**src/rtl/seven_seg_scan_if.sv**
```systemverilog
// Display-side bus for seven_seg_scan: packed BCD/enables in, anode/cathode drive out.
interface seven_seg_scan_if;
    logic [31:0] time_display;
    logic [7:0]  digit_enable;
    logic [7:0]  dp_enable;
    logic [7:0]  anode_n;
    logic [6:0]  cathode_n;
    logic        dp_n;

    modport master (
        output time_display, digit_enable, dp_enable,
        input  anode_n, cathode_n, dp_n
    );

    modport slave (
        input  time_display, digit_enable, dp_enable,
        output anode_n, cathode_n, dp_n
    );
endinterface

```
**src/rtl/seven_seg_scan.sv**
```systemverilog
// Frame-coherent 8-digit multiplexed seven-segment driver with per-slot blanking.
// Optional macro SEG_HEX_EN renders nibbles 10-15 as A,b,C,d,E,F instead of a dash.
module seven_seg_scan #(
    parameter int unsigned FREQ_HZ      = 100000000,
    parameter int unsigned REFRESH_HZ   = 1000,
    parameter int unsigned BLANK_CYCLES = 16
) (
    input  logic               clk,
    input  logic               reset,
    seven_seg_scan_if.slave    bus
);

    localparam int unsigned DwellRaw = FREQ_HZ / (REFRESH_HZ * 8);
    localparam int unsigned Dwell    = (DwellRaw < BLANK_CYCLES + 1) ? BLANK_CYCLES + 1
                                                                     : DwellRaw;
    localparam int unsigned CntW     = (Dwell > 1) ? $clog2(Dwell) : 1;
    localparam logic [CntW-1:0] CntLast  = CntW'(Dwell - 1);
    localparam logic [CntW-1:0] CntBlank = CntW'(BLANK_CYCLES);

    typedef enum logic {StBlank, StShow} phase_e;

    phase_e          phase_q, phase_d;
    logic [CntW-1:0] cnt_q, cnt_d;
    logic [2:0]      idx_q, idx_d;
    logic [31:0]     val_s_q;
    logic [7:0]      en_s_q, dp_s_q;
    logic            snap_load;

    logic [7:0] an_q, an_d;
    logic [6:0] cat_q, cat_d;
    logic       dp_q, dp_d;

    function automatic logic [6:0] seg_decode(input logic [3:0] nib);
        logic [6:0] seg;
        case (nib)
            4'h0: seg = 7'h40;
            4'h1: seg = 7'h79;
            4'h2: seg = 7'h24;
            4'h3: seg = 7'h30;
            4'h4: seg = 7'h19;
            4'h5: seg = 7'h12;
            4'h6: seg = 7'h02;
            4'h7: seg = 7'h78;
            4'h8: seg = 7'h00;
            4'h9: seg = 7'h10;
`ifdef SEG_HEX_EN
            4'hA: seg = 7'h08;
            4'hB: seg = 7'h03;
            4'hC: seg = 7'h46;
            4'hD: seg = 7'h21;
            4'hE: seg = 7'h06;
            default: seg = 7'h0E;
`else
            default: seg = 7'h3F;
`endif
        endcase
        return seg;
    endfunction

    always_comb begin
        cnt_d = cnt_q + CntW'(1);
        idx_d = idx_q;
        if (cnt_q == CntLast) begin
            cnt_d = '0;
            idx_d = idx_q + 3'd1;
        end
        phase_d   = (cnt_d >= CntBlank) ? StShow : StBlank;
        snap_load = (idx_q == 3'd0) && (cnt_q == '0) && (phase_q == StBlank);

        // Outputs are a registered image of the current slot state.
        an_d  = 8'hFF;
        cat_d = 7'h7F;
        dp_d  = 1'b1;
        if (phase_q == StShow) begin
            if (en_s_q[idx_q]) an_d = ~(8'b1 << idx_q);
            cat_d = seg_decode(val_s_q[{idx_q, 2'b00} +: 4]);
            dp_d  = ~(dp_s_q[idx_q] & en_s_q[idx_q]);
        end
    end

    always_ff @(posedge clk) begin
        if (reset) begin
            phase_q <= StBlank;
            cnt_q   <= '0;
            idx_q   <= 3'd0;
            val_s_q <= '0;
            en_s_q  <= '0;
            dp_s_q  <= '0;
            an_q    <= 8'hFF;
            cat_q   <= 7'h7F;
            dp_q    <= 1'b1;
        end else begin
            phase_q <= phase_d;
            cnt_q   <= cnt_d;
            idx_q   <= idx_d;
            an_q    <= an_d;
            cat_q   <= cat_d;
            dp_q    <= dp_d;
            if (snap_load) begin
                val_s_q <= bus.time_display;
                en_s_q  <= bus.digit_enable;
                dp_s_q  <= bus.dp_enable;
            end
        end
    end

    assign bus.anode_n   = an_q;
    assign bus.cathode_n = cat_q;
    assign bus.dp_n      = dp_q;

endmodule
```
**src/flat_wrapper.sv**
```systemverilog
// flat-port wrapper written by rule: the top's interface ports become plain ports
module seven_seg_scan_flat 
#(
    parameter int unsigned FREQ_HZ      = 100000000,
    parameter int unsigned REFRESH_HZ   = 1000,
    parameter int unsigned BLANK_CYCLES = 16
)
  (clk, reset, bus_time_display, bus_digit_enable, bus_dp_enable, bus_anode_n, bus_cathode_n, bus_dp_n);
  seven_seg_scan_if bus_i ();
  input  logic clk;
  input  logic reset;
  input wire logic [$bits(bus_i.time_display)-1:0] bus_time_display;
  input wire logic [$bits(bus_i.digit_enable)-1:0] bus_digit_enable;
  input wire logic [$bits(bus_i.dp_enable)-1:0] bus_dp_enable;
  output wire logic [$bits(bus_i.anode_n)-1:0] bus_anode_n;
  output wire logic [$bits(bus_i.cathode_n)-1:0] bus_cathode_n;
  output wire logic [$bits(bus_i.dp_n)-1:0] bus_dp_n;
  assign bus_i.time_display = bus_time_display;
  assign bus_i.digit_enable = bus_digit_enable;
  assign bus_i.dp_enable = bus_dp_enable;
  assign bus_anode_n = bus_i.anode_n;
  assign bus_cathode_n = bus_i.cathode_n;
  assign bus_dp_n = bus_i.dp_n;
  seven_seg_scan #(.FREQ_HZ(FREQ_HZ), .REFRESH_HZ(REFRESH_HZ), .BLANK_CYCLES(BLANK_CYCLES)) u_core (.clk(clk), .reset(reset), .bus(bus_i));
endmodule
```
**config.mk**
```make
export PLATFORM = sky130hd
export DESIGN_NAME = seven_seg_scan_flat
export DESIGN_NICKNAME = d
export VERILOG_FILES = /design/src/rtl/seven_seg_scan_if.sv /design/src/rtl/seven_seg_scan.sv /design/src/flat_wrapper.sv
export SDC_FILE = /design/constraint.sdc
export NUM_CORES = 1
export LEC_CHECK = 0
export ABC_AREA = 1
export BUFFER_PORTS_ARGS = -buffer_cell sky130_fd_sc_hd__buf_2
export CAP_MARGIN = 40
export CORE_MARGIN = 3
export CORE_UTILIZATION = 50
export CTS_CLUSTER_DIAMETER = 200
export DETAILED_ROUTE_END_ITERATION = 10
export GPL_TIMING_DRIVEN = 0
export HOLD_SLACK_MARGIN = 0.08
export PLACE_DENSITY = 0.73
export SLEW_MARGIN = 30
export SYNTH_ARGS = -nofsm -noshare
export SYNTH_HDL_FRONTEND = slang
export SYNTH_SLANG_ARGS = --single-unit
```
**constraint.sdc**
```tcl
create_clock -name clk -period 3.5 [get_ports clk]
set_input_delay 0.175 -clock clk [delete_from_list [all_inputs] [get_ports clk]]
set_output_delay 0.175 -clock clk [all_outputs]
set_load 0.1 [all_outputs]
```
==> impl_metrics.csv <==
group,metric,value,unit
global_routing,grt_util_met1,28.9,%
floorplan,coreArea,7020,µm²
sta,hold_violations,0,
power,clkPwrFrac,30.3,%
setup_path,path_cells,"buf_6, inv_4, buf_4, ha_1, inv_1, nor2_1, nand3_1, nor2_1, nand2_2, clkbuf_1, o21ai_0, nor2_1",
setup_path,start_kind,"flip-flop",
synthesis,synthTopCellsByArea,"dfxtp_1 (44%), nor2_1 (15%), o21ai_0 (9.2%), nand2_1 (5.5%), ha_1 (4.3%)",
setup_path,max_stage_delay,0.34,ns
layout,synthToLayoutAreaGrowth,18.1,%
synthesis,synth-edff-count,0,
routing,drt_pre_antenna_iters,5,
routing,wl_per_cell,13.1,µm
layout,diodes,0,
global_routing,grt-ovfl-total,0,
synthesis,synth.top_cell.area_share,43.7,%
sta,fin_ws,1.35,ns
global_routing,grt-busiest-layer,"met2",
sta,fin_skew,0.00512,ns
synthesis,post-synth-top-area-cell,"dfxtp_1",
synthesis,synth.distinct_cells,35,
clocking,clockBufferDepth,2,
synthesis,ys_seq_area_share,43.7,%
power,internal_power,1.42,mW
floorplan,die_h,92.7,µm
synthesis,synth-seq-cells,82,
layout,drive_gt1_share,19.2,%
sta,max_freq,465,MHz
sta,rsz0062_at_grt,"no",
clocking,cts.htree.levels,3,
global_routing,grt.total_usage,22.1,%
clocking,postCtsSetupRepairBufs,0,
power,switchingPower,0.530,mW
routing,vias,3551,
power,p_seq_share,53.8,%
power,p_per_area,440,nW/µm²
place,postPlaceCellArea,4200,µm²
floorplan,initial_core_util,53.5,%
sta,slew_violations,0,
routing,drt_drc_violations_left,0,
place,port_buffers,64,
clocking,cts-root-buf,"clkbuf_8",
global_routing,grt_max_degree,12,
sta,worst_hold_slack,0.0829,ns
synthesis,synth_nets,573,
global_routing,use_met3,3.25,%
run_status,status,"finished clean",
setup_path,crit_path_end_kind,"flip-flop",
synthesis,yosys_warnings,0,
sta,relSlewSlack,67.9,%
routing,routed_via_density,5.14,
sta,final-setup-viol-count,0,
global_routing,grt_pass1_vias,3223,
layout,finalCoreUtilization,63.2,%
clocking,clock_sinks,82,
synthesis,syn-instance-count,510,
clocking,clk_latency,0.34,ns
sta,worstMarginPinSlew,0.481,ns
clocking,cts_buffers,9,
layout,design_area,4440,µm²
layout,final_net_count,656,
hold_path,hold_path.class,"input pin to flip-flop",
setup_path,criticalPathCategory,"flip-flop to flip-flop",
power,power.leakage,1.97,nW
setup_path,slowest_stage,"dfxtp_1",
place,post-place-ws,1.34,ns
floorplan,ios,66,
sta,min_period,2.15,ns
flow_run,maxCapViolCount,0,
setup_path,critical_path_arrival,2.38,ns
global_routing,grt_pass1_wl,15.0,mm
floorplan,std_cell_rows,30,
setup_path,cp_common_cell,"nor2_1",
synthesis,async_reset_ff_share,0,%
clocking,hold_buffers,8,
clocking,cts.repair.resized,0,
clocking,tritoncts,"built",
global_routing,grt_antenna_before_repair,0,
power,p_sw_share,27.2,%
floorplan,dieArea,8590,µm²
place,dp_hpwl,6.73,mm
sta,finalSetupTns,0,ns
synthesis,postSynthAreaPerCell,7.36,µm²
place,dp_cells,670,
layout,layout.cells.non_filler,691,
power,finalPower,1.95,mW
synthesis,netlist_area,3760,µm²
routing,drt_iter0_markers,230,
global_routing,grtUsageMet2,36.2,%
routing,detail-route-antenna-nets,0,
power,peakVddDrop,0.000221,V
power,combPwrFrac,15.9,%
place,place_congestion,0.863,
sta,period_share,61.4,%
setup_path,cp_max_fo,11,
clocking,clkTransAtPathRegs,0.07,ns
routing,drt-total-wl,9.03,mm
floorplan,die_w,92.7,µm
layout,nFillCells,674,
setup_path,worstPathRequired,3.73,ns
synthesis,ys.flop_type,"dfxtp_1",
-- synth_stat cells (3+ instances only) --
cell,instances
nand3_1,32
nand2_1,55
ha_1,13
buf_2,4
buf_4,3
buf_6,7
o22ai_1,3
nand2_2,4
o21ai_2,6
nor2_2,3
dfxtp_1,82
inv_1,27
nor2_1,150
nand4_1,4
a21oi_1,7
clkbuf_1,9
o21ai_0,69
o21ai_1,7
xor2_1,3
-- flip-flops by register name, summed over array words and instances, names as in the netlist --
| name | count |
|---|---|
| u_core.bus.anode_n | 8 |
| u_core.bus.cathode_n | 7 |
| u_core.bus.dp_n | 1 |
| u_core.cnt_q | 14 |
| u_core.dp_s_q | 8 |
| u_core.en_s_q | 8 |
| u_core.idx_q | 3 |
| u_core.phase_q | 1 |
| u_core.val_s_q | 32 |
-- layout make-up --
class,instances,area [µm²],area share (%)
Sequential cell,82,1640,37.0
Inverter,32,124,2.79
Multi-Input combinational cell,372,1830,41.3
Clock buffer,13,159,3.58
Buffer,24,159,3.58
Tap cell,96,120,2.71
Timing Repair Buffer,72,400,9.03
-- layout by cell type, fill, tap and decap left out, drive strengths merged --
cell	count
o211ai	4
nand2	60
dlygate4sd3	8
nor4	2
nor2	153
dfxtp	82
nor3	2
ha	13
buf	79
nand4	4
o21ai	83
o21bai	2
a21oi	9
o22ai	3
inv	30
clkinv	2
nand3	32
nand3b	2
clkbuf	22
xor2	3
-- worst paths after layout --
path / startpoint / cells after the start / endpoint / slack (ns)
worst min-delay path: bus_time_display[15] / 3 / u_core.val_s_q[15] / 0.08
worst max-delay path: u_core.idx_q[0] / 12 / u_core.val_s_q[24] / 1.35
worst min register to register: u_core.dp_s_q[1] / 2 / u_core.dp_s_q[1] / 0.46
worst max register to register: u_core.idx_q[0] / 12 / u_core.val_s_q[24] / 1.35
-- power groups by stage --
| stage | sequential, mW | combinational (mW) | clock [mW] |
|---|---|---|---|
| after floorplan | 1.06 | 0.222 | 0 |
| after global placement | 1.07 | 0.293 | 0 |
| after detailed placement | 1.07 | 0.303 | 0 |
| after CTS | 1.05 | 0.311 | 0.598 |
| after global routing | 1.06 | 0.357 | 0.638 |
| final | 1.05 | 0.310 | 0.592 |
-- cells by family after synthesis --
| group | count (synthesis) | share of synthesized area (%) |
|---|---|---|
| and+or+nand+nor | 255 | 28.0 |
| AOI/OAI and AO/OA | 101 | 15.7 |
| DFF | 82 | 43.7 |
| buffers and inverters | 56 | 7.53 |
| adders and majority gates | 13 | 4.33 |
| xor gates and xnor gates | 3 | 0.700 |
-- worst max-delay path: cells and delay by family, from the launching register on --
kind | cells | cell delay (ns)
AO/OA/AOI/OAI | 1 | 0.26
adder cells (fa/ha/maj) | 1 | 0.19
AND/OR/NAND/NOR | 5 | 0.54
flip-flops | 1 | 0.34
buffers and inverters | 5 | 0.71
-- routing by layer --
metal	routed length (µm)	vias up	part of all wire, %
met1	4180	1612	46
met5	0	-	0
met3	485	13	5.4
met2	4220	109	47
li1	-	1817	-
met4	150	0	1.7
(Power assumes the default switching activity.)
